**src/rtl/output_argmax.sv**
```systemverilog
// Purpose : snapshot a final-layer score vector and report the argmax digit, its score and the margin to the runner-up.
// Latency : digit_valid rises NUM_CLASSES-1 edges after the accepting edge; one class compared per clock.
// Backpressure: result held stable until digit_ready; scores_ready stays low from accept until the result is consumed.
module output_argmax #(
    parameter int NUM_CLASSES = 10,
    parameter int DATA_W      = 32,
    parameter int IDX_W       = 4,
    parameter int CNT_W       = 16
) (
    input  logic                     clk,
    input  logic                     rst_n,
    input  logic                     scores_valid,
    output logic                     scores_ready,
    input  logic signed [DATA_W-1:0] scores [NUM_CLASSES],
    output logic                     digit_valid,
    input  logic                     digit_ready,
    output logic [IDX_W-1:0]         digit,
    output logic signed [DATA_W-1:0] max_score,
    output logic [DATA_W-1:0]        margin,
    output logic [CNT_W-1:0]         frame_count
);

    typedef enum logic [1:0] {
        IDLE = 2'd0,
        SCAN = 2'd1,
        DONE = 2'd2
    } state_t;

    localparam logic [IDX_W-1:0]         LAST_IDX = IDX_W'(NUM_CLASSES - 1);
    localparam logic signed [DATA_W-1:0] MOST_NEG = {1'b1, {(DATA_W-1){1'b0}}};

    state_t state;
    state_t state_nxt;

    logic signed [DATA_W-1:0] snap [NUM_CLASSES];
    logic signed [DATA_W-1:0] best;
    logic signed [DATA_W-1:0] second;
    logic signed [DATA_W-1:0] cur;
    logic signed [DATA_W-1:0] best_nxt;
    logic signed [DATA_W-1:0] second_nxt;
    logic [IDX_W-1:0]         idx;
    logic [IDX_W-1:0]         best_idx;
    logic [IDX_W-1:0]         best_idx_nxt;
    logic                     accept;
    logic                     last;

    assign accept = (state == IDLE) && scores_valid && scores_ready;
    assign last   = (idx == LAST_IDX);

    // State register.
    always_ff @(posedge clk or negedge rst_n) begin
        if (!rst_n) begin
            state <= IDLE;
        end else begin
            state <= state_nxt;
        end
    end

    // Next-state logic: accept -> scan all classes -> hold result until consumed.
    always_comb begin
        state_nxt = state;
        case (state)
            IDLE:    if (accept)      state_nxt = SCAN;
            SCAN:    if (last)        state_nxt = DONE;
            DONE:    if (digit_ready) state_nxt = IDLE;
            default:                  state_nxt = IDLE;
        endcase
    end

    // One signed compare of the current class against the running best and runner-up;
    // the strict '>' keeps the lowest index among equal maxima.
    always_comb begin
        cur          = snap[idx];
        best_nxt     = best;
        second_nxt   = second;
        best_idx_nxt = best_idx;
        if (cur > best) begin
            second_nxt   = best;
            best_nxt     = cur;
            best_idx_nxt = idx;
        end else if (cur > second) begin
            second_nxt = cur;
        end
    end

    // Snapshot, scan registers, result fields and handshake flags.
    always_ff @(posedge clk or negedge rst_n) begin
        if (!rst_n) begin
            for (int i = 0; i < NUM_CLASSES; i++) begin
                snap[i] <= '0;
            end
            best         <= '0;
            second       <= '0;
            best_idx     <= '0;
            idx          <= '0;
            scores_ready <= 1'b0;
            digit_valid  <= 1'b0;
            digit        <= '0;
            max_score    <= '0;
            margin       <= '0;
            frame_count  <= '0;
        end else begin
            case (state)
                IDLE: begin
                    if (accept) begin
                        for (int i = 0; i < NUM_CLASSES; i++) begin
                            snap[i] <= scores[i];
                        end
                        best         <= scores[0];
                        best_idx     <= '0;
                        second       <= MOST_NEG;
                        idx          <= IDX_W'(1);
                        scores_ready <= 1'b0;
                    end else begin
                        // Rises on the first edge after reset release.
                        scores_ready <= 1'b1;
                    end
                end
                SCAN: begin
                    best     <= best_nxt;
                    second   <= second_nxt;
                    best_idx <= best_idx_nxt;
                    idx      <= idx + 1'b1;
                    if (last) begin
                        digit       <= best_idx_nxt;
                        max_score   <= best_nxt;
                        // best >= second, so the wide difference always fits unsigned in DATA_W bits;
                        // the modular subtraction gives the same low bits.
                        margin      <= best_nxt - second_nxt;
                        digit_valid <= 1'b1;
                    end
                end
                DONE: begin
                    if (digit_ready) begin
                        digit_valid  <= 1'b0;
                        frame_count  <= frame_count + 1'b1;
                        scores_ready <= 1'b1;
                    end
                end
                default: begin
                    digit_valid <= 1'b0;
                end
            endcase
        end
    end

endmodule

```
**config.mk**
```make
export PLATFORM = sky130hd
export DESIGN_NAME = output_argmax
export DESIGN_NICKNAME = d
export VERILOG_FILES = /design/src/rtl/output_argmax.sv
export SDC_FILE = /design/constraint.sdc
export NUM_CORES = 1
export LEC_CHECK = 0
export CAP_MARGIN = 20
export CORE_ASPECT_RATIO = 0.7
export CORE_MARGIN = 2
export CORE_UTILIZATION = 45
export DETAILED_ROUTE_END_ITERATION = 10
export PLACE_DENSITY = 0.78
export SYNTH_ARGS = -nofsm -noshare
export SYNTH_HDL_FRONTEND = slang
export SYNTH_SLANG_ARGS = --single-unit
```
**constraint.sdc**
```tcl
create_clock -name clk -period 14.4 [get_ports clk]
set_input_delay 2.88 -clock clk [delete_from_list [all_inputs] [get_ports clk]]
set_output_delay 2.88 -clock clk [all_outputs]
set_load 0.01 [all_outputs]
```
* Yosys cells after proc, flatten, opt, wreduce, memory -nomap -nowiden *
Cells that the tools add are included.

operators by class
  reduce and logical (&&, ||, !) cells = 12
  magnitude comparators = 3
  eq/ne operators = 6
  multiplexer cells = 25
  bitwise operators = 2
  $add $sub $neg = 3

operator list
  cell                   number
  $mux 32                7
  $bmux 32 s4            1
  $pmux 32 s2            2
  $gt 32x32->1           2
  $sub 32x32->32         1
  $add 16x1->16 const B  1
  $pmux 4 s2             2
  $mux 4                 3
  $reduce_and 2->1       5
  $mux 2                 3
  $ne 2x2->1 const B     3
  $pmux 2 s3             1
  $reduce_and 3->1       2
  $ge 5x5->1 const B     1
  $not 4->5              1
  $add 4x1->4 const B    1
  $eq 4x4->1 const B     1
  $mux 1                 4
  $reduce_bool 2->1      2
  $pmux 1 s3             1
  $eq 2x1->1 const B     1
  $eq 2x2->1 const B     1
  $logic_and 1x1->1      2
  $logic_not 2->1        1
  2 further kinds        2

word-level totals
  bits in registers = 480

* Depth between registers and ports, before layout *
Gate-level depths: netlist of the first run.

  depth after elaboration = 8
  depth in mapped cells = 31

* Worst setup path before layout of the first run *
Ideal clock, no wire load.

  path type = register -> register
  from = register idx[0]
  to = register margin[25]
  buffers on the path = 2
  setup time = 0.125 ns
  path slack = 8.333 ns
  clock period less this slack = 6.067 ns
  cell stages (with the launch flop) = 25
  arrival = 5.942 ns
  path through = dfrtp_1 > buf_2 > buf_2 > mux4_2 > a21oi_1 > o21ai_0 > ha_1 > nor2b_1 > o211ai_1 > a2111o_1 > a31o_1 > and3_4 > nor3_4 > mux2_2 > mux2i_1 > ha_1 > nor2b_1 > o31ai_1 > a21oi_1 > o211ai_1 > o21ai_0 > o21ai_1 > o21bai_1 > xor2_1 > mux2_2

on the way
  longest elaborated chain between the ends = 8
  elaborated cells between the ends (all ways) = 12
  those cells by class = add/sub (1); order compare (2); eq/ne (1); mux (6); bitwise (1); reduce/logical (1)

RTL lines
  what                                         RTL line  RTL
  from (decl)                                  41        logic [IDX_W-1:0] idx;
  from (signal assigned)                       123       idx <= idx + 1'b1;
  $not 4->5 (not written as such)              73        cur = snap[idx];
  $bmux 32 s4                                  73
  $mux 32 (not written as such) (2 in series)  73
  $gt 32x32->1                                 81        end else if (cur > second) begin
  $mux 32                                      81
  $mux 32                                      77        if (cur > best) begin
  $sub 32x32->32                               129       margin <= best_nxt - second_nxt;
  to (signal assigned)                         129
  to (decl)                                    19        output logic [DATA_W-1:0] margin,

Several ways; a longest one is shown, not always the timed one. The select of a mux whose other input is x is not followed.
A chain may end at the register's enable or synchronous reset.

* Final worst setup path of the first run *
  from = register idx[0]
  to = register margin[31]

The elaborated chain is that of the path after synthesis.

==> impl_results.md, run 1 <==
- Post-synthesis net count: 3186
- Largest net degree at the start of global routing: between 150 and 200
- Crit-path leading delay family: compound AO/OA/AOI/OAI gates
- Count leader, synth: nand2_1
- Initial Util: 45.27%
- Main synth FF type: dfrtp_1
- Post CTS Setup Buffer Count: 0
- First-pass iteration count of the detailed router: 6
- Vias/cell: about 5.5
- Synth Register Bits: 480
- Post-synth top cells: nand2_1 (1134), dfrtp_1 (480), clkbuf_1 (120), o21ai_0 (119), a21oi_1 (111)
- Slew headroom: 19.85%
- Wire length per cell: just over 20 um
- I/O Buffers: 409
- Worst setup EP type: flop
- Sequential-to-total area share from yosys stat: 48.28%
- Core ar.: between 50000 and 60000 um^2
- Ports: 410
- TritonCTS Buffers: 49
- Status: finished clean
- CP Class: reg -> reg
- Buf+Inv Stages, Crit Path: 2
- Post-Syn Area: 24880 um^2
- Clk buf depth: 3
- Max stage delay on crit path: about 1.1 ns
- Initial antenna violation count: 4
- Crit share post-route: 62.75%
- Max Cap Violations: 0
- Clk_lat worst skew: 0.62 ns
- CP Launch Type: flop
- Fillers: 4835
- Final setup viols: 0
- Fin Clk Skew: roughly 0.034 ns
- Post-synth EDFFs: 0
- Period minus WS final: 9.035 ns
- First-pass GRT wire length: around 120000 um
- Yosys top cell by area: dfrtp_1
- Largest cells by area after synthesis: dfrtp_1 (48%), nand2_1 (17%), mux4_2 (5.8%)
- R2R setup slack: 5.36 ns
- Die W: between 200 and 300 um
- Crit-path max FO: 53
- Vias in the first global route: 20600
- Number of cells after detailed placement: 3783
- RSZ-0062 raised after global routing: no
- Post-DP HPWL: 56830 um
- Hold Path Class: reg -> reg
- Worst-Margin Slew: 1.190 ns
- CTS Sinks: 480
- Final Hold Fails: 0
- Overflow after GRT: 0
- Max Slew Vio Count: 0
- Synthesis-to-finish area growth: 25.18%
- H-tree Lvls: 2
- Post-synthesis cell type count: 71
- Warnings, synthesis: 0
- Resized cells post-CTS: 0
- Final setup TNS: 0 ns
- Hold_buf cts: 0
- Crit path top cell by count: a21oi_1
- Clock slew at reported path FFs: about 0.060 ns
- Synth Instances: 2763
- Final GP Congestion: between 0.9 and 1
- DRT iter0 DRCs: between 2000 and 2500
- Avg Inst Size Synth: roughly 9 um^2
- Die area: 57210 um^2
- Slowest cell on crit path: dfrtp_4
- Arr. time, crit path: 9.54 ns
- Non-Filler Instances: approximately 3900
- Aggregate routed wire length: 78950 um
- Die height: 200.7 um
- Max Fclk: between 100 and 150 MHz
- Site Rows: 72
- Asr flop ratio synth: 100.0%
- Synth top area share: 48.28%
- Layout cell share with drive strength beyond 1: 7.896%
- DR vias: approximately 21000
- CP required: between 10 and 15 ns
- Antenna Nets Post-Route: 0
- Remaining DRCs: 0
- Total Routing Usage GR: ~28%
- CTS tree: built
- Clk root buf: clkbuf_16
- Nets@finish: ~3500
==> stage by stage <==
| stage | cell area, um^2 | hold slack [ns] | worst slack, ns | util, % |
|---|---|---|---|---|
| 3_5_place_dp | 29490 | 0.4574 | 5.526 | 53.66 |
| 6_report | 31140 | 0.4686 | 5.365 | 56.67 |
| 2_1_floorplan | 24880 | 0.4403 | 8.333 | - |
| 5_1_grt | 31130 | 0.4849 | 4.743 | 56.65 |
| 3_3_place_gp | 29480 | 0.4489 | 5.650 | 53.65 |
| 4_1_cts | 31120 | 0.4721 | 5.465 | 56.64 |
==> cells in the final DEF, fill, tap and decap left out, types with 20 or more instances in the layout <==
master / instances
nand2_1: 1133
dfrtp_1: 478
clkdlybuf4s50_1: 408
o21ai_0: 119
a21oi_1: 111
inv_1: 107
ha_1: 98
nor2_1: 95
mux4_2: 64
clkbuf_16: 49
nand3_1: 44
mux2i_1: 43
o211ai_1: 37
o21ai_1: 29
mux2_4: 26
mux2i_2: 26
xnor2_1: 23
buf_4: 21
nand4_1: 20
==> cells by family after synthesis <==
family | Yosys count | share of synthesized area [%]
xor+xnor | 40 | 1.408
compound gates | 372 | 8.872
buf+inv | 259 | 4.220
mux | 166 | 10.89
flops | 480 | 48.28
fa+ha+maj | 99 | 5.010
simple gates | 1347 | 21.31
==> worst register-to-register path, stage by stage (launching register included) <==
cell and delay [ns]:
dfrtp_4 1.07, buf_4 1.01, mux2i_1 0.30, nor2_1 0.16, a21oi_1 0.05, o21ai_0 0.94, ha_1 0.42, nand4_1 0.12
nor2_1 0.07, a221oi_1 0.29, a31o_1 0.22, a21oi_1 0.11, nor3_4 0.19, buf_4 0.57, mux2_2 0.44, mux2i_1 0.30
ha_1 0.30, nor2b_1 0.14, o31ai_1 0.37, a21oi_1 0.17, o211ai_1 0.58, o31ai_1 0.21, o41ai_1 0.40, o21ai_0 0.20
o21a_1 0.15, o31ai_2 0.21
==> layout make-up <==
type / instances / area (um^2) / area share (%)
antenna: 3 / 7.507 / 0.02411
sequential: 480 / 12020 / 38.60
clock buffer: 64 / 1373 / 4.408
timing repair buffer: 433 / 4289 / 13.77
multi-input combinational: 2024 / 11860 / 38.08
clock inverter: 20 / 266.5 / 0.8558
tap: 740 / 925.9 / 2.973
inverter: 107 / 401.6 / 1.290
==> path summary, 6_finish.rpt <==
kind | start | endpoint | cells after the start
max | idx[0] | margin[31] | 25
min | snap[211] | snap[211] | 2
max reg2reg | idx[0] | margin[31] | 25
min reg2reg | snap[211] | snap[211] | 2
max in group asynchronous | rst_n | snap[12] | 3
min in group asynchronous | rst_n | max_score[23] | 1
==> state kept, by name, summed over array words and instances, names as in the netlist <==
name          count
max_score        32
frame_count      16
margin           32
snap            320
best_idx          4
scores_ready      1
state             2
digit             4
idx               4
second           32
best             32
digit_valid       1
==> layer usage <==
| metal | vias to the layer above | global-route usage [%] | routed length [um] |
|---|---|---|---|
| met5 | - | 0 | 26 |
| met4 | 4 | 6.993 | 1814 |
| met3 | 119 | 9.557 | 9525 |
| met2 | 1042 | 37.35 | 31990 |
| met1 | 10120 | 41.78 | 35600 |
| li1 | 9810 | - | - |
Power of run 1 is left out: the tool's default activity adds up to more than one toggle a clock period on the data nets, which glitch-free logic cannot reach.
==> run 2, diff against run 1 <==
Settings changed: PLACE_DENSITY 0.78 to 0.81.
Clock period 14.4 ns to 7.72 ns, I/O delays scaled along.
==> run 2 against run 1 <==
  * Routed wire length fell by 0.62%
  * Fmax rose by 25%
  * Final cell count rose by 0.93%
  * Critical path depth rose by 1
  * Sequential share of layout area fell by 0.49 points
  * Register-to-register slack got worse by 4.9 ns
  * Via count rose by 0.62%
  * Hold slack improved by 0.0017 ns
  * Non-clock buffer count rose by 33
  * Final area rose by 1.3%
  * Core utilization rose by 0.73 points
  * Highest routed layer unchanged
==> impl_results.md, run 2 (synthesis gave the netlist of run 1 again) <==
- Final GP Congestion: 0.9338 (+2.5%)
- Max Slew Vio Count: 0 (unchanged)
- Ports: 410 (unchanged)
- Status: finished clean
- Overflow after GRT: 0 (unchanged)
- Most common cell after layout, fill and taps aside: nand2_1
- First-pass iteration count of the detailed router: 6 (unchanged)
- Die height: 200.7 um (unchanged)
- Hold Path Class: reg -> reg
- Clk buf depth: 3 (unchanged)
- Metal3 WL: 7856 um (-18%)
- Crit-path max FO: 49 (-7.5%)
- Pre-CTS setup slack: 0.3657 ns (-5.160 ns)
- Met1 WL: 37170 um (+4.4%)
- Initial Util: 45.27% (unchanged)
- Largest net degree at the start of global routing: 223 (+26%)
- Aggregate routed wire length: 78460 um (-0.62%)
- Sequential Area: 12020 um^2 (unchanged)
- Core ar.: 54950 um^2 (unchanged)
- CP required: 8.24 ns (-6.67 ns)
- Fillers: 4787 (-0.99%)
- RSZ-0062 raised after global routing: no
- Final setup TNS: 0 ns (unchanged)
- Arr. time, crit path: 7.73 ns (-1.81 ns)
- Clock slew at reported path FFs: 0.07 ns (about the same)
- Fin Clk Skew: 0.04003 ns (+0.006375 ns)
- Commonest non-fill, non-tap cells in the layout: nand2_1 (1133), dfrtp_1 (478), clkdlybuf4s50_1 (408)
- Vias/cell: 5.433 (-0.31%)
- First-pass GRT wire length: 121000 um (-0.49%)
- CTS Sinks: 480 (unchanged)
- Max reg flops: 320 (unchanged)
- Worst setup EP type: flop
- Reg with most FFs: snap
- Nets@finish: 3550 (+0.91%)
- Layout cell share with drive strength beyond 1: 9.036% (+1.1 points)
- Clk root buf: clkbuf_16
- Synthesis-to-finish area growth: 26.79%
- Final Hold Fails: 0 (unchanged)
- Die area: 57210 um^2 (unchanged)
- Die W: 285.0 um (unchanged)
- Worst hold margin: 0.4703 ns (+0.001664 ns)
- Wire length per cell: 20.08 um (-1.5%)
- DR vias: 21230 (+0.62%)
- Clk_lat worst skew: 0.62 ns (about the same)
- Site Rows: 72 (unchanged)
- Initial antenna violation count: 4 (unchanged)
- Worst-Margin Slew: 1.202 ns (+0.01269 ns)
- Period minus WS final: 7.206 ns (-1.829 ns)
- Total Routing Usage GR: 27.28% (-0.27 points)
- Final setup viols: 0 (unchanged)
- TritonCTS Buffers: 48 (-2.0%)
- Antenna Nets Post-Route: 0 (unchanged)
- CP Class: reg -> reg
- DRT iter0 DRCs: 2168 (-3.3%)
- Vias in the first global route: 20520 (-0.39%)
- Multi-input combinational cell area: 11880 um^2 (+0.17%)
- WL met2: 31460 um (-1.7%)
- CP Launch Type: flop
- I/O Buffers: 409 (unchanged)
- Max Fclk: 138.8 MHz (+25%)
- Crit share post-route: 93.34% (+31 points)
- Post-DP HPWL: 57230 um (+0.71%)
- Remaining DRCs: 0 (unchanged)
- Slew headroom: 19.84% (about the same)
- CTS tree: built
- Max Cap Violations: 0 (unchanged)
- Final worst setup slack: 0.5140 ns (-4.851 ns)
- H-tree Lvls: 2 (unchanged)
- Top Layer Used: met5
run 2: what timing repair did:
action / 4_1_cts / 5_1_grt
setup buffers: 0 / 1
hold buffers: 0 / 0
gates resized for setup: 0 / 7
endpoints found under the setup margin: 0 / 6
run 2: per-layer routing:
metal  GRT usage [%]  up-vias
li1                -     9881
met1           43.23    10290
met2           36.32      953
met3           7.091      107
met4           7.573        2
met5               0        -
run 2: worst max-delay path: stages (launching register included):
cell and delay (ns):
dfrtp_4 0.62, buf_12 0.27, buf_12 0.18, mux4_2 0.55, a21oi_1 0.22, o21ai_0 0.31
ha_1 0.43, nand4_1 0.15, nor4_2 0.35, nand4_1 0.20, o21ai_2 0.23, mux2i_4 0.30
buf_12 0.31, nor2_1 0.07, a21oi_1 0.12, buf_4 0.17, inv_1 0.05, ha_1 0.34
a21oi_1 0.11, nand4b_1 0.23, a21oi_1 0.30, o2111ai_1 0.20, a31oi_1 0.39, o21ai_0 0.20
a211oi_1 0.39, o21a_1 0.21, o221a_2 0.19
run 2: final timing paths:
kind                            slack (ns)    endpoint  cells after the start       from
worst max-delay path                  0.51  margin[30]                     26     idx[0]
worst min-delay path                  0.47   snap[121]                      2  snap[121]
worst max register to register        0.51  margin[30]                     26     idx[0]
worst min register to register        0.47   snap[121]                      2  snap[121]
max in group asynchronous             5.28     snap[9]                      2      rst_n
min in group asynchronous             0.97  margin[27]                      1      rst_n
run 2: metrics by stage:
stage	util (%)	instance area, um^2	instances
floorplan	-	24880	2763
global placement	54.27	29820	3816
detailed placement	54.27	29820	3816
CTS	57.31	31490	3904
global route	57.40	31540	3907
finish	57.40	31540	3907
run 2: layout make-up:
cell class | instances | share of cell area, %
antenna | 2 | 0.01587
clock buffer | 67 | 4.383
clock inverter | 21 | 0.9124
inverter | 107 | 1.273
multi-input combinational | 2024 | 37.66
sequential | 480 | 38.11
tap | 740 | 2.935
timing repair buffer | 466 | 14.72
Power of run 2 is left out for the same reason.
